<file path="src/rtl/uart_tx_arbiter_if.sv">
// Handshake bundle between the two word requesters, the arbiter and the
// UART transmitter. master = requesters + UART side, slave = arbiter.
interface uart_tx_arbiter_if #(
  parameter int SIZE        = 8,
  parameter int DATA_LENGTH = 16
);
  // requester side
  logic                   req0;
  logic                   req1;
  logic [DATA_LENGTH-1:0] data0;
  logic [DATA_LENGTH-1:0] data1;
  logic                   ack0;
  logic                   ack1;
  logic                   done0;
  logic                   done1;
  logic                   busy;
  logic                   owner;
  // UART transmitter side
  logic                   tx_start;
  logic [SIZE-1:0]        d_out;
  logic                   tx_done;

  modport master (
    output req0, req1, data0, data1, tx_done,
    input  ack0, ack1, done0, done1, busy, owner, tx_start, d_out
  );

  modport slave (
    input  req0, req1, data0, data1, tx_done,
    output ack0, ack1, done0, done1, busy, owner, tx_start, d_out
  );
endinterface

</file>
<file path="src/rtl/uart_tx_arbiter.sv">
// Round-robin arbiter sharing one UART transmitter between two word
// requesters. The granted word is serialised LSB byte first into SIZE-bit
// bytes, each handed over with a one-cycle tx_start and closed by tx_done.
module uart_tx_arbiter #(
  parameter int SIZE        = 8,
  parameter int DATA_LENGTH = 16
) (
  input  logic              clk,
  input  logic              reset,
  uart_tx_arbiter_if.slave  bus
);

  localparam int NBYTES = DATA_LENGTH / SIZE;
  localparam int CW     = (NBYTES > 1) ? $clog2(NBYTES) : 1;
  localparam logic [CW-1:0] LAST_BYTE = CW'(NBYTES - 1);

  generate
    if ((DATA_LENGTH % SIZE) != 0 || NBYTES < 1) begin : g_bad_width
      $error("DATA_LENGTH must be a non-zero multiple of SIZE");
    end
  endgenerate

  typedef enum logic [1:0] {IDLE, START, WAIT} state_t;

  state_t                 r_state;
  logic [DATA_LENGTH-1:0] r_shift;
  logic [CW-1:0]          r_byte_cnt;
  logic                   r_last_grant;
  logic                   r_owner;
  logic                   r_busy;
  logic [1:0]             r_ack;
  logic [1:0]             r_done;
  logic                   r_tx_start;
  logic [SIZE-1:0]        r_d_out;

  logic [1:0]             w_req;
  logic                   w_winner;
  logic [DATA_LENGTH-1:0] w_win_data;

  // Sole requester wins; on a tie the port that did not win last time wins,
  // which gives strict alternation when both keep requesting.
  always_comb begin
    w_req      = {bus.req1, bus.req0};
    w_winner   = (&w_req) ? ~r_last_grant : w_req[1];
    w_win_data = w_winner ? bus.data1 : bus.data0;
  end

  // Arbitration + byte serialisation FSM; every output is a register.
  always_ff @(posedge clk) begin
    if (reset) begin
      r_state      <= IDLE;
      r_shift      <= '0;
      r_byte_cnt   <= '0;
      r_last_grant <= 1'b1;   // port 0 wins the first tie after reset
      r_owner      <= 1'b0;
      r_busy       <= 1'b0;
      r_ack        <= '0;
      r_done       <= '0;
      r_tx_start   <= 1'b0;
      r_d_out      <= '0;
    end else begin
      r_ack  <= '0;
      r_done <= '0;
      case (r_state)
        IDLE: begin
          if (|w_req) begin
            r_shift         <= w_win_data;
            r_owner         <= w_winner;
            r_last_grant    <= w_winner;
            r_ack[w_winner] <= 1'b1;
            r_busy          <= 1'b1;
            r_byte_cnt      <= '0;
            r_state         <= START;
          end
        end
        START: begin
          r_d_out    <= r_shift[SIZE-1:0];
          r_tx_start <= 1'b1;
          r_shift    <= r_shift >> SIZE;
          r_state    <= WAIT;
        end
        WAIT: begin
          // tx_done only counts here, so stray pulses in IDLE/START never skip a byte
          r_tx_start <= 1'b0;
          if (bus.tx_done) begin
            if (r_byte_cnt == LAST_BYTE) begin
              r_done[r_owner] <= 1'b1;
              r_busy          <= 1'b0;
              r_state         <= IDLE;
            end else begin
              r_byte_cnt <= r_byte_cnt + CW'(1);
              r_state    <= START;
            end
          end
        end
        default: r_state <= IDLE;
      endcase
    end
  end

  assign bus.ack0     = r_ack[0];
  assign bus.ack1     = r_ack[1];
  assign bus.done0    = r_done[0];
  assign bus.done1    = r_done[1];
  assign bus.busy     = r_busy;
  assign bus.owner    = r_owner;
  assign bus.tx_start = r_tx_start;
  assign bus.d_out    = r_d_out;

endmodule

</file>
<file path="src/flat_wrapper.sv">
// flat-port wrapper written by rule: the top's interface ports become plain ports
module uart_tx_arbiter_flat 
#(
  parameter int SIZE        = 8,
  parameter int DATA_LENGTH = 16
)
  (clk, reset, bus_req0, bus_req1, bus_data0, bus_data1, bus_tx_done, bus_ack0, bus_ack1, bus_done0, bus_done1, bus_busy, bus_owner, bus_tx_start, bus_d_out);
  uart_tx_arbiter_if #(.SIZE(SIZE), .DATA_LENGTH(DATA_LENGTH)) bus_i ();
  input  logic clk;
  input  logic reset;
  input wire logic [$bits(bus_i.req0)-1:0] bus_req0;
  input wire logic [$bits(bus_i.req1)-1:0] bus_req1;
  input wire logic [$bits(bus_i.data0)-1:0] bus_data0;
  input wire logic [$bits(bus_i.data1)-1:0] bus_data1;
  input wire logic [$bits(bus_i.tx_done)-1:0] bus_tx_done;
  output wire logic [$bits(bus_i.ack0)-1:0] bus_ack0;
  output wire logic [$bits(bus_i.ack1)-1:0] bus_ack1;
  output wire logic [$bits(bus_i.done0)-1:0] bus_done0;
  output wire logic [$bits(bus_i.done1)-1:0] bus_done1;
  output wire logic [$bits(bus_i.busy)-1:0] bus_busy;
  output wire logic [$bits(bus_i.owner)-1:0] bus_owner;
  output wire logic [$bits(bus_i.tx_start)-1:0] bus_tx_start;
  output wire logic [$bits(bus_i.d_out)-1:0] bus_d_out;
  assign bus_i.req0 = bus_req0;
  assign bus_i.req1 = bus_req1;
  assign bus_i.data0 = bus_data0;
  assign bus_i.data1 = bus_data1;
  assign bus_i.tx_done = bus_tx_done;
  assign bus_ack0 = bus_i.ack0;
  assign bus_ack1 = bus_i.ack1;
  assign bus_done0 = bus_i.done0;
  assign bus_done1 = bus_i.done1;
  assign bus_busy = bus_i.busy;
  assign bus_owner = bus_i.owner;
  assign bus_tx_start = bus_i.tx_start;
  assign bus_d_out = bus_i.d_out;
  uart_tx_arbiter #(.SIZE(SIZE), .DATA_LENGTH(DATA_LENGTH)) u_core (.clk(clk), .reset(reset), .bus(bus_i));
endmodule
</file>
<file path="config.mk">
export PLATFORM = sky130hd
export DESIGN_NAME = uart_tx_arbiter_flat
export DESIGN_NICKNAME = d
export VERILOG_FILES = /design/src/rtl/uart_tx_arbiter_if.sv /design/src/rtl/uart_tx_arbiter.sv /design/src/flat_wrapper.sv
export SDC_FILE = /design/constraint.sdc
export NUM_CORES = 1
export LEC_CHECK = 0
export ABC_AREA = 0
export BUFFER_PORTS_ARGS = -buffer_cell sky130_fd_sc_hd__buf_2
export CAP_MARGIN = 30
export CORE_MARGIN = 10
export CORE_UTILIZATION = 53
export CTS_BUF_LIST = sky130_fd_sc_hd__clkbuf_16
export CTS_CLUSTER_DIAMETER = 80
export DETAILED_ROUTE_END_ITERATION = 16
export PLACE_DENSITY = 0.84
export SLEW_MARGIN = 20
export SYNTH_ARGS = -nofsm -noshare
export SYNTH_HDL_FRONTEND = slang
export SYNTH_SLANG_ARGS = --single-unit
</file>
<file path="constraint.sdc">
create_clock -name clk -period 4.3 [get_ports clk]
set_input_delay 0.43 -clock clk [delete_from_list [all_inputs] [get_ports clk]]
set_output_delay 0.43 -clock clk [all_outputs]
set_load 0.01 [all_outputs]
</file>
==> results.yml <==
run_status:
  outcome: "finished clean"
cts:
  cts_hold_buf: 0
  htree_levels: 2
  cts_resized: 0
  clk_latency_ns: 0.28
  clk_pin_slew_ns: 0.05
  post-cts-setup-buffers: 0
  cts_tree: "built"
  clock-root-buffer: "clkbuf_16"
  numCtsBuffers: 5
  cts_sinks: 35
  clock_path_buffers: 2
hold_path:
  hold_path_class: "in2reg"
  hp-start: "bus_data1[15]"
  hold_depth: 3
synth:
  ys_warn_count: 0
  yosys.area.top_type: "dfxtp_1"
  synthFlopType: "dfxtp_1"
  synth_edf_count: 0
  synth_area_leaders: "dfxtp_1 44%, mux2i_1 10%, a221o_1 5.0%, a32o_1 5.0%, o2bb2ai_1 4.4%"
  synth_cell_types: 36
  yosysTopAreaCellShare_pct: 43.6
  synth_most_common_cell: "dfxtp_1"
  synth_nets: 200
  netlist_area_um2: 1610
  synth_cells: 158
  async_flop_share_pct: 0
  ys_ff_latch: 35
  synth_commonest_cells: "35 x dfxtp_1, 16 x mux2i_1, 15 x nor2_1, 10 x nand2b_1"
  syn_area_per_cell_um2: 10.2
  yosysSeqAreaShare_pct: 43.6
power_and_ir_drop:
  p_per_area_nw_per_um2: 543
  ir_drop_uv: 512
  p_leak_nw: 0.920
  finalPower_w: 0.00110
worst_setup_path:
  worst_path_largest_cell_delay_ns: 0.42
  startpoint: "u_core.r_state[1]"
  cp.arrival_ns: 2.26
  path_max_fanout: 16
  path_cells: "inv_1 -> ha_1 -> buf_6 -> or2_2 -> a21oi_4 -> a32o_1"
  r2r_start: "u_core.r_state[1]"
  worst_r2r_path_depth: 6
  start_kind: "flop"
  slowest_stage: "a21oi_4"
  crit_path_end_kind: "flop"
  required_ns: 4.52
  path_class: "reg2reg"
placed_design:
  dp_cells: 230
  io_buffers: 51
  dpl.hpwl_um: 3010
  routabilityCongestion: 0.755
drt:
  route.vias.total: 1390
  first_pass_iters: 4
  wl_um: 4110
  drtIter0Drc: 79
  wl_per_cell_um: 17.2
  drcViolationCount: 0
  viasPerCell: 5.82
  drtAntennaViolNets: 0
die:
  die_w_um: 75.0
  rows: 19
  die_area_um2: 5630
  start_util_pct: 56.7
  core_area_um2: 2830
  die-height_um: 75.0
  io_pins: 52
sta:
  rsz0062_at_grt: "no"
  period_share_pct: 47.5
  fin_setup_tns_ns: 0
  min_period_ns: 2.04
  drv_slew: 0
  setup-violations-final: 0
  worst_pin_slew_ns: 0.489
  max_freq_mhz: 490
  slew_headroom_pct: 67.4
  hold_violations: 0
  clock_skew_ns: 0.00469
grt:
  antenna_found_initial: 0
  gr-total-overflow: 0
  grt_pass1_vias: 1406
  track_usage_pct: 15.2
  grt_pass1_wl_um: 6580
  grt_start_max_net_pins: 28
final_layout:
  diodes: 0
  fillers: 217
  nNetsFinal: 249
  register_area_um2: 701
  area_growth_pct: 26.0
  multi_input_area_um2: 835
  fin_cells: 239
  final_util_pct: 71.5
  drive_gt1_share_pct: 30.8
run:
  maxCapViolations: 0
==> through the flow <==
step | cell area, µm² | hold WS (ns) | setup WS (ns)
2_1_floorplan | 1610 | 0.424 | 2.67
3_3_place_gp | 1850 | 0.436 | 2.17
3_5_place_dp | 1850 | 0.441 | 2.01
4_1_cts | 2010 | 0.418 | 1.99
5_1_grt | 2020 | 0.445 | 2.10
6_report | 2020 | 0.421 | 2.26
==> critical path: cells and delay by family (launching register included) <==
| kind | cells | cell delay (ns) |
|---|---|---|
| adders and majority gates | 1 | 0.33 |
| AOI/OAI and AO/OA | 2 | 0.61 |
| DFF | 1 | 0.40 |
| buffers and inverters | 2 | 0.32 |
| and+or+nand+nor | 1 | 0.34 |
==> final timing paths <==
path,endpoint,slack [ns]
setup / recovery,u_core.r_shift[2],2.26
hold reg to reg,u_core.r_done[0],0.46
setup reg to reg,u_core.r_shift[2],2.26
hold / removal,u_core.r_shift[15],0.42
==> flip-flops by register name, indices dropped and copies added, names as in the netlist <==
| register | count |
|---|---|
| u_core.r_shift | 16 |
| u_core.bus.d_out | 8 |
| u_core.r_ack | 2 |
| u_core.r_done | 2 |
| u_core.r_state | 2 |
| u_core.bus.busy | 1 |
| u_core.bus.owner | 1 |
| u_core.bus.tx_start | 1 |
| u_core.r_byte_cnt | 1 |
| u_core.r_last_grant | 1 |
==> final cells by class <==
class	count	area share (%)
Sequential cell	35	34.6
Clock buffer	5	6.18
Clock inverter	3	1.92
Tap cell	31	1.92
Timing Repair Buffer	52	13.2
Inverter	5	0.928
Multi-Input combinational cell	108	41.2
==> layer usage <==
layer | share of wire (%) | up-vias | track usage, %
met5 | 0 | - | 0
met4 | 2.3 | 0 | 9.24
met3 | 6.2 | 7 | 3.81
met2 | 49 | 48 | 25.3
met1 | 43 | 656 | 17.2
li1 | - | 679 | -
==> cell usage in the layout, fill, tap and decap left out, drive strengths merged <==
master / synthesis / routed
o31ai: 1 / 1
clkinv: 0 / 2
nand4b: 1 / 1
or3b: 1 / 1
o21ai: 2 / 2
o2111ai: 1 / 1
nor3: 1 / 1
and2: 8 / 8
or2: 1 / 1
clkbuf: 3 / 5
nor2b: 3 / 3
nor4: 1 / 1
buf: 7 / 52
a21oi: 4 / 4
a2bb2oi: 1 / 1
a211o: 1 / 1
mux2i: 16 / 16
nand2b: 10 / 10
a211oi: 1 / 1
a21bo: 1 / 1
a221o: 8 / 8
dfxtp: 35 / 35
nor2: 15 / 15
bufinv: 0 / 1
ha: 5 / 5
a32o: 8 / 8
or3: 1 / 1
inv: 5 / 5
nand2: 3 / 3
a41oi: 1 / 1
nand3: 2 / 2
o21a: 1 / 1
nor3b: 2 / 2
o2bb2ai: 8 / 8
==> where the power goes <==
part	internal, W	leakage, nW	switching, W	total [W]
Sequential	0.000384	0.287	0.0000369	0.000421
Combinational	0.000132	0.552	0.000146	0.000278
Clock	0.000270	0.0812	0.000129	0.000399
Total	0.000785	0.920	0.000312	0.00110
==> logic make-up after synthesis <==
family	synth area share, %
AOI/OAI and AO/OA	21.1
muxes	9.98
adders and majority gates	3.90
DFF	43.6
and+or+nand+nor	17.0
buffers and inverters	4.36
(Power assumes the default switching activity.)
